## src/rtl/darkroom_pkg.sv

```systemverilog
// Shared constants and types for the DarkRoom SPI frame receiver.
package darkroom_pkg;

  localparam int FRAME_WORDS = 8;
  localparam int WORD_WIDTH  = 32;

  localparam logic [3:0] ADDR_STATUS = 4'd8;

  typedef enum logic [1:0] {
    ST_IDLE   = 2'd0,
    ST_SHIFT  = 2'd1,
    ST_COMMIT = 2'd2
  } rx_state_e;

endpackage

```

## src/rtl/sync_edge_detect.sv

```systemverilog
// Multi-flop synchronizer for an asynchronous input, with rise/fall pulses
// derived from the synchronized value (one clock wide each).
module sync_edge_detect #(
  parameter int   STAGES    = 2,
  parameter logic RESET_VAL = 1'b0
) (
  input  logic clock,
  input  logic reset,
  input  logic din,
  output logic dout,
  output logic rise,
  output logic fall
);

  logic [STAGES-1:0] r_sync;
  logic              r_prev;

  // Shift the raw input through the chain and remember the last synced value.
  always_ff @(posedge clock or posedge reset) begin
    if (reset) begin
      r_sync <= {STAGES{RESET_VAL}};
      r_prev <= RESET_VAL;
    end else begin
      r_sync <= {r_sync[STAGES-2:0], din};
      r_prev <= r_sync[STAGES-1];
    end
  end

  assign dout = r_sync[STAGES-1];
  assign rise = r_sync[STAGES-1] & ~r_prev;
  assign fall = ~r_sync[STAGES-1] & r_prev;

endmodule

```

## src/rtl/darkroom_spi_receiver.sv

```systemverilog
// DarkRoom SPI slave (mode 0): receives fixed-length frames, commits only
// frames of exactly FRAME_BITS bits, and exposes the committed frame plus a
// status word on an Avalon-MM read slave.
// Optional build macro: DARKROOM_SPI_RX_SNAPSHOT_EN -- reading word 0 also
// snapshots the whole frame so words 1..N-1 are read from the same frame.
module darkroom_spi_receiver
  import darkroom_pkg::*;
#(
  parameter int FRAME_BITS  = 256,
  parameter int SYNC_STAGES = 2
) (
  input  logic        clock,
  input  logic        reset,
  input  logic        sck_i,
  input  logic        ss_n_i,
  input  logic        mosi_i,
  input  logic [3:0]  address,
  input  logic        read,
  output logic [31:0] readdata,
  output logic        waitrequest,
  output logic        frame_valid_o,
  output logic        error_o
);

  localparam int NWORDS = FRAME_BITS / WORD_WIDTH;
  localparam int CNT_W  = $clog2(FRAME_BITS + 2);
  localparam int IDX_W  = $clog2(FRAME_BITS);
  localparam int WSEL_W = $clog2(NWORDS);
  localparam logic [CNT_W-1:0] CNT_FULL       = CNT_W'(FRAME_BITS);
  localparam logic [CNT_W-1:0] CNT_SAT        = CNT_W'(FRAME_BITS + 1);
  localparam logic [3:0]       ADDR_LAST_WORD = 4'(NWORDS - 1);

  logic w_sck_rise, w_sck_fall_unused, w_sck_unused;
  logic w_ss_rise, w_ss_fall, w_ss_unused;
  logic w_mosi, w_mosi_rise_unused, w_mosi_fall_unused;

  sync_edge_detect #(.STAGES(SYNC_STAGES), .RESET_VAL(1'b0)) u_sync_sck (
    .clock(clock), .reset(reset), .din(sck_i),
    .dout(w_sck_unused), .rise(w_sck_rise), .fall(w_sck_fall_unused)
  );

  sync_edge_detect #(.STAGES(SYNC_STAGES), .RESET_VAL(1'b1)) u_sync_ss (
    .clock(clock), .reset(reset), .din(ss_n_i),
    .dout(w_ss_unused), .rise(w_ss_rise), .fall(w_ss_fall)
  );

  sync_edge_detect #(.STAGES(SYNC_STAGES), .RESET_VAL(1'b0)) u_sync_mosi (
    .clock(clock), .reset(reset), .din(mosi_i),
    .dout(w_mosi), .rise(w_mosi_rise_unused), .fall(w_mosi_fall_unused)
  );

  rx_state_e                    r_state;
  logic [CNT_W-1:0]             r_cnt;
  logic [FRAME_BITS-1:0]        r_shift;
  logic [NWORDS-1:0][WORD_WIDTH-1:0] r_buf;
  logic [15:0]                  r_frame_count;
  logic                         r_frame_valid;
  logic                         r_error;
  logic                         r_rvalid;
  logic [31:0]                  r_readdata;
  logic [31:0]                  w_rdata;
  logic [IDX_W-1:0]             w_bit_idx;
  logic [WSEL_W-1:0]            w_wsel;
  logic                         w_rd_accept;
  logic                         w_status_rd;
  logic                         w_commit_bad;

  // Byte k of the stream fills frame bits [8k+7:8k] MSB first, so the bit
  // position is the counter with its low three bits inverted.
  assign w_bit_idx    = r_cnt[IDX_W-1:0] ^ IDX_W'(3'b111);
  assign w_wsel       = address[WSEL_W-1:0];
  assign w_rd_accept  = read & ~r_rvalid;
  assign w_status_rd  = w_rd_accept && (address == ADDR_STATUS);
  assign w_commit_bad = (r_state == ST_COMMIT) && (r_cnt != CNT_FULL);

  // Receive FSM: frame capture, length check and commit of good frames.
  always_ff @(posedge clock or posedge reset) begin
    if (reset) begin
      r_state       <= ST_IDLE;
      r_cnt         <= '0;
      r_shift       <= '0;
      r_buf         <= '0;
      r_frame_count <= 16'd0;
      r_frame_valid <= 1'b0;
    end else begin
      r_frame_valid <= 1'b0;
      case (r_state)
        ST_IDLE: begin
          if (w_ss_fall) begin
            r_state <= ST_SHIFT;
            r_cnt   <= '0;
            r_shift <= '0;
          end
        end
        ST_SHIFT: begin
          if (w_ss_rise) begin
            r_state <= ST_COMMIT;
          end else if (w_sck_rise) begin
            if (r_cnt < CNT_FULL) begin
              r_shift[w_bit_idx] <= w_mosi;
            end
            if (r_cnt != CNT_SAT) begin
              r_cnt <= r_cnt + CNT_W'(1);
            end
          end
        end
        ST_COMMIT: begin
          if (r_cnt == CNT_FULL) begin
            r_buf         <= r_shift;
            r_frame_valid <= 1'b1;
            r_frame_count <= r_frame_count + 16'd1;
          end
          // A new select right behind the previous frame must not be lost.
          if (w_ss_fall) begin
            r_state <= ST_SHIFT;
            r_cnt   <= '0;
            r_shift <= '0;
          end else begin
            r_state <= ST_IDLE;
          end
        end
        default: begin
          r_state <= ST_IDLE;
        end
      endcase
    end
  end

  // Sticky frame error: a new bad frame wins over a status-read clear.
  always_ff @(posedge clock or posedge reset) begin
    if (reset) begin
      r_error <= 1'b0;
    end else if (w_commit_bad) begin
      r_error <= 1'b1;
    end else if (w_status_rd) begin
      r_error <= 1'b0;
    end
  end

`ifdef DARKROOM_SPI_RX_SNAPSHOT_EN
  logic [NWORDS-1:0][WORD_WIDTH-1:0] r_snap;

  // Word 0 read freezes the whole committed frame for the following words.
  always_ff @(posedge clock or posedge reset) begin
    if (reset) begin
      r_snap <= '0;
    end else if (w_rd_accept && (address == 4'd0)) begin
      r_snap <= r_buf;
    end
  end
`endif

  // Read data selection for the address presented this cycle.
  always_comb begin
    w_rdata = 32'h0000_0000;
    if (address == ADDR_STATUS) begin
      w_rdata = {r_error, 15'h0000, r_frame_count};
    end else if (address <= ADDR_LAST_WORD) begin
`ifdef DARKROOM_SPI_RX_SNAPSHOT_EN
      if (address == 4'd0) begin
        w_rdata = r_buf[0];
      end else begin
        w_rdata = r_snap[w_wsel];
      end
`else
      w_rdata = r_buf[w_wsel];
`endif
    end else begin
      w_rdata = 32'h0000_0000;
    end
  end

  // Avalon read: one wait cycle, then registered data with waitrequest low.
  always_ff @(posedge clock or posedge reset) begin
    if (reset) begin
      r_rvalid   <= 1'b0;
      r_readdata <= 32'h0000_0000;
    end else begin
      r_rvalid <= w_rd_accept;
      if (w_rd_accept) begin
        r_readdata <= w_rdata;
      end
    end
  end

  assign readdata      = r_readdata;
  assign waitrequest   = w_rd_accept;
  assign frame_valid_o = r_frame_valid;
  assign error_o       = r_error;

endmodule

```

## config.mk

```make
export PLATFORM = sky130hd
export DESIGN_NAME = darkroom_spi_receiver
export DESIGN_NICKNAME = d
export VERILOG_FILES = /design/src/rtl/darkroom_pkg.sv /design/src/rtl/sync_edge_detect.sv /design/src/rtl/darkroom_spi_receiver.sv
export SDC_FILE = /design/constraint.sdc
export NUM_CORES = 2
export LEC_CHECK = 0
export BUFFER_PORTS_ARGS = -buffer_cell sky130_fd_sc_hd__buf_2
export CORE_UTILIZATION = 46
export CTS_CLUSTER_DIAMETER = 120
export DETAILED_ROUTE_END_ITERATION = 8
export GPL_ROUTABILITY_DRIVEN = 0
export SLEW_MARGIN = 15
export SYNTH_ARGS = -nofsm -noshare
export SYNTH_HDL_FRONTEND = slang
export SYNTH_SLANG_ARGS = --single-unit
```

## constraint.sdc

```tcl
create_clock -name clock -period 44.7 [get_ports clock]
set_input_delay 2.235 -clock clock [delete_from_list [all_inputs] [get_ports clock]]
set_output_delay 2.235 -clock clock [all_outputs]
set_load 0.005 [all_outputs]
```

== After elaboration in Yosys (flattened, before gate mapping) ==
Index checks and enable logic that the tools add are counted.

* Input bits: 10
* Output and inout bits: 35
* Flip-flop bits (word level): 582
* Logic and storage cells: 86

* Order comparisons: 5
* Muxes and demuxes: 25
* Bitwise gates (word level): 9
* Equality and inequality tests: 13
* Reductions and logical operators: 11
* $add $sub $neg: 2

{| class="wikitable"
|+ Operator list
! operator !! count
|-
| 256-bit two-way mux || 4
|-
| 256-bit one-hot mux with 2 select lines || 1
|-
| 256-bit bitwise mux || 1
|-
| 32-bit binary-select mux with 3-bit select || 1
|-
| 32-bit two-way mux || 3
|-
| 9-bit two-way mux || 4
|-
| 9-bit != test (second input constant) || 2
|-
| 9-bit one-hot mux with 2 select lines || 1
|-
| 16-bit by 1-bit adder with 16-bit output (second input constant) || 1
|-
| 5-bit AND reduction || 2
|-
| 9-bit by 1-bit adder with 9-bit output (second input constant) || 1
|-
| 9-bit equality test (second input constant) || 1
|-
| 8-bit by 9-bit < comparator with 1-bit output (second input constant) || 1
|-
| 9-bit < comparator (second input constant) || 1
|-
| 1-bit demux with 8-bit select || 1
|-
| 8-bit by 1-bit >= comparator with 1-bit output (second input constant) || 1
|-
| 2-bit by 1-bit != test with 1-bit output (second input constant) || 4
|-
| 1-bit two-way mux || 6
|-
| 2-bit != test (second input constant) || 3
|-
| 2-bit one-hot mux with 3 select lines || 1
|-
| 1-bit bitwise AND || 4
|-
| 4-bit equality test (second input constant) || 1
|-
| 4-bit by 3-bit less-or-equal comparator with 1-bit output (second input constant) || 1
|-
| 3-bit by 4-bit < comparator with 1-bit output (second input constant) || 1
|-
| other kinds (10) || 18
|}

== Logic depth before layout (Yosys ltp) ==
* Depth in word-level cells: 10
* Depth in mapped cells: 10
* Gate-level depth less buffers: 7

== By module ==
Synthesis repeated with hierarchy kept, for this count alone.

* Cells, all modules: 2264
* Area total of the unflattened synthesis: 26598.0 µm²

{| class="wikitable"
|+ Modules (own cells, without submodules)
! module !! cells each !! area each (µm²) !! times used !! sequential area each (µm²)
|-
| darkroom_spi_receiver || 2246 || 26312.7 || 1 || 14363.8
|-
| sync_edge_detect (u_sync_mosi ...) || 6 || 93.8 || 2 || 75.1
|-
| sync_edge_detect (u_sync_ss) || 6 || 97.6 || 1 || 78.8
|}

== Least setup slack after synthesis ==
OpenSTA, ideal clock, no wires.

* Kind: input -> output
* Start point: in read
* End point: out waitrequest
* Arrival time: 2.564 ns
* Stages: 3
* Path slack: 39.901 ns
* Required time: 42.465 ns
* Path through: nand2b_1 > clkbuf_1 > inv_1

* Longest elaborated chain between the ends: 1

{| class="wikitable"
|+ RTL lines
! item !! RTL line !! text
|-
| start, declared || darkroom_spi_receiver.sv:18 || <nowiki>input logic read,</nowiki>
|-
| 1-bit bitwise AND || darkroom_spi_receiver.sv:72 || <nowiki>assign w_rd_accept = read & ~r_rvalid;</nowiki>
|-
| end, declared || darkroom_spi_receiver.sv:20 || <nowiki>output logic waitrequest,</nowiki>
|}

No other way between the ends.

== Final worst setup path ==
Same ends and word-level chain as after synthesis.

==> reports/results.tsv <==
metric	value	unit
final-hold-violation-count	0	
ant_nets	0	
rows	88	
portBuffers	44	
yosysWarnings	0	
drtIter0Drc	1942	
core-area	57900	µm²
final_cell_mix	806 x nand2_1, 578 x dfrtp_1, 370 x o21ai_0, 131 x mux2i_1, 129 x o31ai_1	
htreeDepth	2	
cts_tree	done	
rr_worst_depth	7	
critPathLaunchType	input pin	
antennaDiodeCount	0	
clk_path_buf_depth	3	
synth_area_per_cell	9.56	µm²
numCtsBuffers	60	
tightest_slew	1.21	ns
fmax	185	MHz
cts_resized	0	
leakage	14.4	nW
max-cap-violations	0	
regArea	14600	µm²
initial_core_util	46.7	%
min_to	u_sync_mosi.r_sync[1]$_DFF_PP0_	
via_per_inst	5.95	
wl	77900	µm
arrival	3.18	ns
grt_usage	26.5	%
setup_violations	0	
hp-class	reg -> reg	
root_buffer	clkbuf_16	
synthCells	2829	
multiInputGateArea	11300	µm²
vias	20908	
p_per_area	39.5	nW/µm²
seq_area_frac_synth	53.9	%
worstHoldStart	u_sync_mosi.r_sync[0]$_DFF_PP0_	
drc	0	
fillers	5350	
skew	0.00936	ns
antenna_found_initial	0	
cts_hold_buffers	0	
gr-usage-met2	43.1	%
rrSetupSlack	40.15	ns
dp_hpwl	41900	µm
r2r_start	r_cnt[3]$_DFFE_PP0P_	
grt_remaining_overflow	0	
path_class	in -> out	
slew_viol_final	0	
synth_nets	2844	
met3_usage	3.51	%
clk_pin_slew	0.06	ns
clock_sinks	582	
wl_per_cell	22.2	µm
drt_pre_antenna_iters	5	
fp.dieW	244	µm
fp.dieArea	59800	µm²
ys_ff_latch	582	
syn_to_final_growth	9.25	%
place_inst	3402	
grt_max_degree	180	
outcome	finished, final reports clean	
cts_setup_buffers	0	
grt-busiest-layer	met2	
layout-drive-gt1-share	7.71	%
syn-cell-area	27000	µm²
synth-main-ff-cell	dfrtp_1	
finalCriticalPeriod	5.41	ns
rsz0062_at_grt	false	
hold_depth	0	
async_flop_share	100	%
synth_edf_count	0	
final_common_cell	nand2_1	
clock_latency	0.63	ns
ys_types	61	
end_kind	output port	
period_share	12.1	%
setup-tns-final	0	ns
first_global_vias	20726	
ios	45	
slew_headroom	19.4	%
grt_pass1_wl	123000	µm
fin_cells	3515	
ir_drop	0.0353	mV
die_h	244	µm
reg2reg_to	r_buf[144]$_DFFE_PP0P_	
power	1.17	mW
path_max_fanout	34	
use_met1	36.0	%
nNetsFinal	2715	
required	42.46	ns
## layout make-up
class	instances	area share [%]
Sequential cell	582	49.3
Clock inverter	23	1.08
Clock buffer	89	6.00
Multi-Input combinational cell	1962	38.3
Tap cell	765	3.24
Inverter	9	0.165
Timing Repair Buffer	85	1.88
## synth_stat cells (all sizes together) (5+ instances only)
master | instances | area share, %
o21a | 20 | 0.56
nand3b | 9 | 0.25
o31ai | 129 | 3.6
mux2i | 131 | 4.8
a32o | 15 | 0.56
ha | 5 | 0.23
nor2 | 7 | 0.097
clkbuf | 195 | 2.7
a22oi | 81 | 2.2
nor3 | 7 | 0.13
and3b | 9 | 0.29
a21boi | 111 | 3.1
inv | 9 | 0.12
buf | 81 | 1.7
or3b | 5 | 0.16
o21ai | 389 | 7.2
nor3b | 5 | 0.16
xor2 | 7 | 0.23
and3 | 6 | 0.14
nand4 | 7 | 0.16
dfrtp | 579 | 54
a22o | 124 | 4.0
nor2b | 7 | 0.16
nand3 | 31 | 0.59
nand2 | 806 | 11
xnor2 | 8 | 0.26
## critical path, stage by stage
cell	delay [ns]
buf_2	0.11
nand2b_4	0.50
inv_1	0.15
buf_2	0.17
## power breakdown
group / total [mW] / internal [mW] / switching, mW
registers: 0.536 / 0.531 / 0.00475
clock network: 0.533 / 0.319 / 0.215
logic: 0.0964 / 0.0269 / 0.0695
total: 1.17 / 0.877 / 0.289
## how the worst max path moves through the flow
stage                          endpoint  start  slack, ns  cells past startpoint
floorplan           error_o$_DFFE_PP0P_  reset      26.19                      1
global placement            waitrequest   read      38.90                      4
detailed placement          waitrequest   read      38.87                      4
CTS                         waitrequest   read      38.88                      4
global route                waitrequest   read      39.22                      4
finish                      waitrequest   read      39.29                      4
## per-stage QoR
stage	hold slack [ns]	setup slack (ns)	cell area [µm²]	util [%]
2_1_floorplan	0.331	26.19	27000	-
3_3_place_gp	0.338	38.90	27400	47.4
3_5_place_dp	0.336	38.87	27400	47.4
4_1_cts	0.352	38.88	29500	51.0
5_1_grt	0.358	39.22	29500	51.0
6_report	0.349	39.29	29500	51.0
## metal layers
| layer | up-vias | routed length [µm] |
|---|---|---|
| met5 | - | 0 |
| met4 | 0 | 2830 |
| met3 | 175 | 4020 |
| met2 | 622 | 36500 |
| met1 | 10500 | 34600 |
| li1 | 9611 | - |
## flip-flops by register name, summed over array words and instances, names as in the netlist
name                flops
u_sync_sck.r_prev       1
u_sync_ss.r_prev        1
readdata               32
frame_valid_o           1
r_rvalid                1
u_sync_ss.r_sync        2
u_sync_sck.r_sync       2
r_buf                 256
r_shift               256
u_sync_mosi.r_sync      2
r_frame_count          16
error_o                 1
r_state                 2
r_cnt                   9
## cell families after synthesis
family                     share of synthesized area, %
and+or+nand+nor                                    14.5
AOI/OAI and AO/OA                                  21.6
DFF                                                53.9
buffers and inverters                              4.51
muxes                                              4.85
xor gates and xnor gates                          0.486
adders and majority gates                         0.231
Power figures use the tool's default switching activity.
